[config.mk]
export PLATFORM = sky130hd
export DESIGN_NAME = addr_reg_bank
export DESIGN_NICKNAME = d
export VERILOG_FILES = /design/src/rtl/addr_reg_pkg.sv /design/src/rtl/addr_step_unit.sv /design/src/rtl/addr_reg_bank.sv
export SDC_FILE = /design/constraint.sdc
export NUM_CORES = 1
export LEC_CHECK = 0
export ABC_AREA = 1
export CAP_MARGIN = 20
export CORE_ASPECT_RATIO = 1.1
export CORE_MARGIN = 4
export CORE_UTILIZATION = 30
export CTS_CLUSTER_DIAMETER = 100
export DETAILED_ROUTE_END_ITERATION = 10
export SLEW_MARGIN = 5
export SYNTH_ARGS = -nofsm -noshare
export SYNTH_HDL_FRONTEND = slang
export SYNTH_HIERARCHICAL = 1
export SYNTH_SLANG_ARGS = --single-unit
export TNS_END_PERCENT = 10
[constraint.sdc]
create_clock -name clk -period 9 [get_ports clk]
set_input_delay 1.35 -clock clk [delete_from_list [all_inputs] [get_ports clk]]
set_output_delay 1.35 -clock clk [all_outputs]
set_load 0.005 [all_outputs]
[src/rtl/addr_reg_pkg.sv]
// addr_reg_pkg: shared op encoding, reset constants and channel-index width helper
package addr_reg_pkg;
  typedef enum logic [2:0] {OP_NONE, OP_CLR, OP_LOAD, OP_INC, OP_DEC} op_e;
  localparam logic RST_CIRC = 1'b0;
  localparam logic RST_FLAG = 1'b0;
  function automatic int ch_w(input int n);
    return (n > 1) ? $clog2(n) : 1;
  endfunction
endpackage

[src/rtl/addr_step_unit.sv]
// addr_step_unit: next pointer and wrap for one inc/dec step in linear or circular mode
//  ptr_i/base_i/limit_i/circ_i: channel state; op_i: decoded op
//  next_ptr_o: pointer after the op (ptr_i unless OP_INC/OP_DEC); wrap_o: op wrapped
module addr_step_unit import addr_reg_pkg::*; #(
  parameter int WIDTH = 12,
  parameter int STEP  = 1
) (
  input  logic [WIDTH-1:0] ptr_i,
  input  logic [WIDTH-1:0] base_i,
  input  logic [WIDTH-1:0] limit_i,
  input  logic             circ_i,
  input  op_e              op_i,
  output logic [WIDTH-1:0] next_ptr_o,
  output logic             wrap_o
);
  localparam logic [WIDTH:0] STEP_W = (WIDTH+1)'(STEP);
  logic [WIDTH:0] inc_w, dec_lo;
  logic inc_wrap, dec_wrap;
  // one extra bit keeps carry and base+STEP visible
  assign inc_w    = {1'b0, ptr_i} + STEP_W;
  assign dec_lo   = circ_i ? {1'b0, base_i} + STEP_W : STEP_W;
  assign inc_wrap = circ_i ? (inc_w > {1'b0, limit_i}) : inc_w[WIDTH];
  assign dec_wrap = {1'b0, ptr_i} < dec_lo;
  assign next_ptr_o = (op_i == OP_INC) ? ((circ_i && inc_wrap) ? base_i : inc_w[WIDTH-1:0]) :
                      (op_i == OP_DEC) ? ((circ_i && dec_wrap) ? limit_i : ptr_i - STEP_W[WIDTH-1:0]) :
                      ptr_i;
  assign wrap_o = (op_i == OP_INC && inc_wrap) || (op_i == OP_DEC && dec_wrap);
endmodule

[src/rtl/addr_reg_bank.sv]
// addr_reg_bank: bank of NUM_CH address pointers with load/clear/inc/dec and circular wrap
//  sel selects the channel for ops and cfg; addr_out is its pointer (0 if sel out of range)
//  addr_all exposes every pointer; wrap_pulse flags a wrap on the previous edge; wrap_sticky per channel
module addr_reg_bank import addr_reg_pkg::*; #(
  parameter int WIDTH  = 12,
  parameter int NUM_CH = 4,
  parameter int STEP   = 1,
  localparam int CH_W  = ch_w(NUM_CH)
) (
  input  logic                    clk,
  input  logic                    reset_n,
  input  logic [CH_W-1:0]         sel,
  input  logic                    clr,
  input  logic                    load,
  input  logic                    increment,
  input  logic                    decrement,
  input  logic [WIDTH-1:0]        DATA_in,
  input  logic                    cfg_we,
  input  logic [WIDTH-1:0]        cfg_base,
  input  logic [WIDTH-1:0]        cfg_limit,
  input  logic                    cfg_circ,
  output logic [WIDTH-1:0]        addr_out,
  output logic [NUM_CH*WIDTH-1:0] addr_all,
  output logic                    wrap_pulse,
  output logic [NUM_CH-1:0]       wrap_sticky
);
  logic [NUM_CH-1:0][WIDTH-1:0] ptr_q, ptr_d, base_q, base_d, limit_q, limit_d;
  logic [NUM_CH-1:0] circ_q, circ_d, sticky_q, sticky_d;
  logic pulse_q, sel_ok, wrap;
  logic [WIDTH-1:0] next_ptr;
  op_e op;
  assign sel_ok = int'(sel) < NUM_CH;
  assign op = !sel_ok ? OP_NONE :
              clr ? OP_CLR :
              load ? OP_LOAD :
              (increment && !decrement) ? OP_INC :
              (decrement && !increment) ? OP_DEC : OP_NONE;
  // one step unit shared across channels through the sel mux
  addr_step_unit #(.WIDTH(WIDTH), .STEP(STEP)) u_step (
    .ptr_i     (sel_ok ? ptr_q[sel] : '0),
    .base_i    (sel_ok ? base_q[sel] : '0),
    .limit_i   (sel_ok ? limit_q[sel] : '0),
    .circ_i    (sel_ok && circ_q[sel]),
    .op_i      (op),
    .next_ptr_o(next_ptr),
    .wrap_o    (wrap)
  );
  always_comb begin
    ptr_d    = ptr_q;
    base_d   = base_q;
    limit_d  = limit_q;
    circ_d   = circ_q;
    sticky_d = sticky_q;
    if (op == OP_CLR) begin
      ptr_d[sel]    = '0;
      sticky_d[sel] = 1'b0;
    end else if (op == OP_LOAD) begin
      ptr_d[sel] = DATA_in;
    end else if (op == OP_INC || op == OP_DEC) begin
      ptr_d[sel]    = next_ptr;
      sticky_d[sel] = sticky_q[sel] | wrap;
    end
    if (sel_ok && cfg_we) begin
      base_d[sel]  = cfg_base;
      limit_d[sel] = cfg_limit;
      circ_d[sel]  = cfg_circ;
    end
  end
  always_ff @(posedge clk or negedge reset_n) begin
    if (!reset_n) begin
      ptr_q    <= '0;
      base_q   <= '0;
      limit_q  <= '1;
      circ_q   <= {NUM_CH{RST_CIRC}};
      sticky_q <= {NUM_CH{RST_FLAG}};
      pulse_q  <= RST_FLAG;
    end else begin
      ptr_q    <= ptr_d;
      base_q   <= base_d;
      limit_q  <= limit_d;
      circ_q   <= circ_d;
      sticky_q <= sticky_d;
      pulse_q  <= wrap;
    end
  end
  assign addr_out    = sel_ok ? ptr_q[sel] : '0;
  assign addr_all    = ptr_q;
  assign wrap_pulse  = pulse_q;
  assign wrap_sticky = sticky_q;
endmodule
; ---- After elaboration in Yosys (flattened, before gate mapping)
; Index checks and enable logic that the tools add are counted.
[totals]
wordCells = 82
out_inout_bits = 65
ff_bits = 153
[op_classes]
addsub = 3
n_reduce_logical = 14
mux = 36
eq_ne = 5
bitwise = 5
order_cmp = 4
[ops]
columns = operator, count
row1 = bitwise mux 48 bit, 4
row2 = 2-to-1 mux 48 bit, 3
row3 = 2-to-1 mux 12 bit, 8
row4 = binary-select mux 12 bit (select 2 bit), 3
row5 = bitwise AND 48 bit, 1
row6 = inverter 48 bit, 1
row7 = "adder 12 x 1 -> 13 bit, second input constant", 2
row8 = demux 12 bit (select 2 bit), 1
row9 = greater-than comparator 13 x 12 -> 1 bit, 1
row10 = less-than comparator 12 x 13 -> 1 bit, 1
row11 = 2-to-1 mux 13 bit, 1
row12 = 2-to-1 mux 3 bit, 4
row13 = 2-to-1 mux 4 bit, 3
row14 = "subtractor 12 x 1 -> 12 bit, second input constant", 1
row15 = bitwise mux 4 bit, 2
row16 = logical AND 1 bit, 7
row17 = "== test 3 x 2 -> 1 bit, second input constant", 2
row18 = bitwise AND 4 bit, 1
row19 = binary-select mux 1 bit (select 2 bit), 2
row20 = 2-to-1 mux 1 bit, 4
row21 = inverter 4 bit, 1
row22 = "== test 3 x 1 -> 1 bit, second input constant", 1
row23 = "== test 3 bit, second input constant", 1
row24 = "less-than comparator 2 x 3 -> 1 bit, second input constant", 1
row25 = other kinds (9), 11

; ---- Longest topological paths before layout
[depth]
word_depth = 14
ltp_mapped = 31
depth_no_buf = 28

; ---- Hierarchy
; Netlist, hierarchy kept.
[modules_own_cells]
columns = mod, instances, area_each_um2, seq_area_each_um2, cells_each
row1 = addr_reg_bank, 1, 6752.7, 3888.7, 758
row2 = addr_step_unit, 1, 1986.9, 0.0, 376

; ---- Least setup slack after synthesis
; No wires, ideal clock.
[synth_timing]
path_kind = input -> register
start = in sel[1]
end = reg ptr_q (netlist bit addr_all[18])
slack_ns = 4.332
required_ns = 8.917
arrival_time_ns = 4.586
path_buffers = 4
cell_stages = 28
cell_sequence = nor2_2 -> buf_2 -> buf_2 -> a22oi_1 -> nand2_1 -> buf_6 -> nand3_1 -> nor2_1 -> nand2_1 -> nor2_1 -> nand3b_1 -> xor2_1 -> inv_1 -> ha_1 -> nand3_1 -> nor3_1 -> nor2b_1 -> a21oi_4 -> nand2_4 -> buf_6 -> nand2_1 -> nand3_1 -> nand2_1 -> inv_1 -> nand2_1 -> nand2_1 -> inv_1 -> o21ai_0
[synth_rtl]
columns = element, line_no
row1 = start: declaration, addr_reg_bank.sv:12  ; input logic [CH_W-1:0] sel,
row2 = binary-select mux 12 bit (select 2 bit) (*), -
row3 = 2-to-1 mux 12 bit (*), -
row4 = net addr_out[2], addr_reg_bank.sv:22  ; output logic [WIDTH-1:0] addr_out,
row5 = adder 12 x 1 -> 13 bit, addr_step_unit.sv:20  ; assign inc_w = {1'b0, ptr_i} + STEP_W;
row6 = greater-than comparator 13 x 12 -> 1 bit, addr_step_unit.sv:22  ; assign inc_wrap = circ_i ? (inc_w > {1'b0, limit_i}) : inc_w[WIDTH];
row7 = 2-to-1 mux 1 bit, addr_step_unit.sv:22
row8 = logical AND 1 bit, addr_step_unit.sv:24  ; assign next_ptr_o = (op_i == OP_INC) ? ((circ_i && inc_wrap) ? base_i : inc_w[WIDTH-1:0]) :
row9 = 2-to-1 mux 12 bit, addr_step_unit.sv:24
row10 = 2-to-1 mux 12 bit (*), addr_step_unit.sv:24
row11 = net next_ptr[6], addr_reg_bank.sv:30  ; logic [WIDTH-1:0] next_ptr;
row12 = bitwise mux 48 bit (*), addr_reg_bank.sv:60  ; ptr_d[sel] = next_ptr;
row13 = 2-to-1 mux 48 bit (*), addr_reg_bank.sv:59  ; end else if (op == OP_INC || op == OP_DEC) begin
row14 = 2-to-1 mux 48 bit (*), addr_reg_bank.sv:57  ; end else if (op == OP_LOAD) begin
row15 = 2-to-1 mux 48 bit (*), addr_reg_bank.sv:54  ; if (op == OP_CLR) begin
row16 = end signal: assignment, addr_reg_bank.sv:78  ; ptr_q <= ptr_d;
row17 = end: declaration, addr_reg_bank.sv:27  ; logic [NUM_CH-1:0][WIDTH-1:0] ptr_q, ptr_d, base_q, base_d, limit_q, limit_d;
; Mark *: on every way through the listed nets, which the timed path passes. The rest lies on a longest branch. The select of a mux whose other input is x is not followed.
; A chain may end at the register's enable or synchronous reset.

; ---- Worst setup path after layout
[layout_timing]
start = in sel[0]
end = reg ptr_q (netlist bit addr_all[25])
[layout_between]
elab_chain_cells = 13
[layout_lines]
columns = element, line_no
row1 = binary-select mux 12 bit (select 2 bit), addr_reg_bank.sv:41  ; .base_i (sel_ok ? base_q[sel] : '0),
row2 = 2-to-1 mux 12 bit (not written as such), addr_reg_bank.sv:41
row3 = adder 12 x 1 -> 13 bit, addr_step_unit.sv:21  ; assign dec_lo = circ_i ? {1'b0, base_i} + STEP_W : STEP_W;
row4 = 2-to-1 mux 13 bit, addr_step_unit.sv:21
row5 = less-than comparator 12 x 13 -> 1 bit, addr_step_unit.sv:23  ; assign dec_wrap = {1'b0, ptr_i} < dec_lo;
row6 = logical AND 1 bit, addr_step_unit.sv:25  ; (op_i == OP_DEC) ? ((circ_i && dec_wrap) ? limit_i : ptr_i - STEP_W[WIDTH-1:0]) :
row7 = 2-to-1 mux 12 bit (2 in series), addr_step_unit.sv:25
row8 = 2-to-1 mux 12 bit (*), addr_step_unit.sv:24
row9 = net next_ptr[1], addr_reg_bank.sv:30
row10 = bitwise mux 48 bit (*), addr_reg_bank.sv:60
row11 = 2-to-1 mux 48 bit (*), addr_reg_bank.sv:59
row12 = 2-to-1 mux 48 bit (*), addr_reg_bank.sv:57
row13 = 2-to-1 mux 48 bit (*), addr_reg_bank.sv:54
; Marks and branches as above.

==> flow_metrics.tcl <==
set metrics [dict create \
    die_x_um 171 \
    syn_to_final_growth_pct 22.2 \
    setup_tns_ps 0 \
    grt_max_degree 66 \
    start_kind "primary input" \
    ir_worst_vdd_v 0.000104 \
    post-route-cell-area_um2 10700 \
    die_y_um 187 \
    ys_seq_elements 153 \
    gp_congestion 0.951 \
    rows 65 \
    fin_crit_sh_pct 73.5 \
    cap_viol_max_count 0 \
    yosysWarnings 6 \
    nets 1284 \
    synth_xor_area_share_pct 1.40 \
    first_global_vias 7681 \
    initial_core_util_pct 30.4 \
    synth-compound-area-share_pct 18.0 \
    synth_cell_types 36 \
    diodes 0 \
    synthCells 1134 \
    arrival_ps 6940 \
    first_pass_iters 7 \
    finClkSkew_ps 12.3 \
    fmaxAchievable_mhz 151 \
    slew_headroom_pct 39.4 \
    muxShareOfSynthArea_pct 0 \
    drt_iter0_drc 720 \
    synth_nets 1206 \
    cts_tree "built" \
    fill_cells 3028 \
    cts.repair.resized 0 \
    io_buffers 110 \
    clk_latency_ps 430 \
    wl_per_cell_um 16.8 \
    power_leakage_nw 4.92 \
    yosysSeqAreaShare_pct 44.5 \
    clk_transition_reported_paths_ps 80 \
    place_area_um2 10100 \
    rsz0062_at_grt "no" \
    hp-class "reg2reg" \
    cts_buffers 17 \
    antenna_found_initial 0 \
    path_class "in2reg" \
    routed_wl_um 26700 \
    netlist_area_um2 8740 \
    final_common_cell "nand2_1" \
    worst-path-max-fanout 41 \
    overflow 0 \
    viasPerCell 5.06 \
    place_hpwl_um 19400 \
    die-area_um2 31900 \
    cts.path.max_buffers 2 \
    worst_slew_pin_slew_ps 903 \
    core_um2 28700 \
    htree_levels 4 \
    synth_fa_ha_area_share_pct 3.72 \
    cp-end-kind "flop" \
    required_ps 9330 \
    grt_pass1_wl_um 42400 \
    avgSynthCellArea_um2 7.71 \
    clock_tree.root_cell "clkbuf_16" \
    fin_crit_ps 6610 \
    post_cts.repair.setup_buffers 0 \
    clock_sinks 153 \
    hold_buffers 0 \
    synth_top_family_by_area "simple AND/OR/NAND/NOR gates" \
    grt_use_total_pct 16.5 \
    num_io_pins 111 \
    setup_viol 0 \
    drc 0 \
    synth-simple-area-share_pct 23.9 \
    slew_viol_final 0 \
    dr_total_vias 8055 \
    layout_common_cells "nand2_1, o21ai_0, inv_1" \
    hold_viol_final 0 \
    status "complete, no violations" \
    ant_nets 0 \
    p_per_area_nw_per_um2 226 \
    final_layout_size_suffix_gt1_share_pct 9.31 \
]
-- power breakdown --
group / switching, mW / internal (mW) / total [mW]
Sequential: 0.0903 / 0.839 / 0.929
Clock: 0.349 / 0.376 / 0.725
Combinational: 0.442 / 0.319 / 0.761
Total: 0.882 / 1.53 / 2.42
-- layer usage --
layer / part of all wire [%] / GRT usage [%]
met2: 46 / 25.8
met3: 6.5 / 3.32
met4: 1.5 / 4.55
met1: 46 / 23.3
met5: 0 / 0
-- final cells by class --
class	count	area (um^2)	area share (%)
clock buffer	17	425	3.98
multi-input combinational	805	4120	38.6
sequential	153	3890	36.4
clock inverter	15	181	1.70
timing repair buffer	119	1170	11.0
tap	368	460	4.31
inverter	116	435	4.08
-- worst max-delay path, stage by stage --
cell	delay, ps
clkdlybuf4s50_1	670
nand2_1	110
inv_2	660
a22oi_1	200
nand2_1	200
nand2_1	80
nor2_1	180
nand2_1	90
nor3_1	220
inv_1	90
nor2_1	200
nand2_1	110
o21bai_1	130
nand3_1	90
ha_1	350
a21oi_1	140
nand2_1	70
o21ai_1	480
nand3_1	590
nand2_1	190
nand3_1	110
nand2_1	90
nand2_1	50
inv_1	40
nand2_1	50
nand2_1	90
inv_1	80
o21ai_0	190
-- registers in the layout, summed over array words and instances, names as in the netlist --
name,cells
circ_q,4
wrap_pulse,1
base_q,48
limit_q,48
wrap_sticky,4
addr_all,48
-- synthesized netlist by cell type --
master	n	area share, %
nand2_1	349	15
o21ai_0	152	8.7
inv_1	113	4.9
dfrtp_1	105	30
nand3_1	68	3.9
a22oi_1	64	5.5
dfstp_2	48	14
nor2_1	28	1.2
buf_2	26	1.5
ha_1	26	3.7
a21oi_1	24	1.4
o21ai_1	24	1.4
clkbuf_1	19	0.82
nand4_1	19	1.4
xor2_1	13	1.3
nor3_1	9	0.52
buf_4	6	0.52
a21oi_2	4	0.40
clkbuf_2	4	0.23
nor2_4	4	0.52
buf_6	3	0.39
inv_2	3	0.13
nand3_2	3	0.34
nand3b_1	3	0.26
buf_1	2	0.086
nand2_2	2	0.14
nand2_4	2	0.26
nor2_2	2	0.14
o21bai_1	2	0.17
a21oi_4	1	0.19
nand3_4	1	0.20
nor2b_1	1	0.072
o211ai_1	1	0.086
o21a_1	1	0.086
o21ai_2	1	0.10
xnor2_1	1	0.10
-- metrics by stage --
stage	power, mW	hold WS, ps	setup WS [ps]	std cells	utilization (%)
after floorplan	1.37	453	4330	1134	-
after global placement	1.69	464	2140	1561	35.1
after detailed placement	1.70	467	2010	1561	35.1
after CTS	2.43	479	2420	1593	37.2
after global routing	2.57	491	1740	1593	37.2
final	2.42	475	2390	1593	37.2
-- cell families (layout without fill, tap and decap cells) --
logic type                 Yosys count  after routing
DFF                                153            153
AOI/OAI and AO/OA                  274            274
and+or+nand+nor                    491            491
adders and majority gates           26             26
buffers and inverters              176            267
xor gates and xnor gates            14             14
-- final timing paths --
path | slack (ps) | to | cells past startpoint | start
hold reg to reg | 470 | limit_q[36]$_DFFE_PN1P_ | 2 | limit_q[36]$_DFFE_PN1P_
min in group asynchronous | 820 | addr_all[6]$_DFFE_PN0P_ | 1 | reset_n
setup / recovery | 2390 | addr_all[25]$_DFFE_PN0P_ | 28 | sel[0]
setup reg to reg | 4500 | addr_all[25]$_DFFE_PN0P_ | 25 | base_q[1]$_DFFE_PN0P_
hold / removal | 470 | limit_q[36]$_DFFE_PN1P_ | 2 | limit_q[36]$_DFFE_PN1P_
max in group asynchronous | 6470 | base_q[44]$_DFFE_PN0P_ | 3 | reset_n
(Power assumes the default switching activity.)
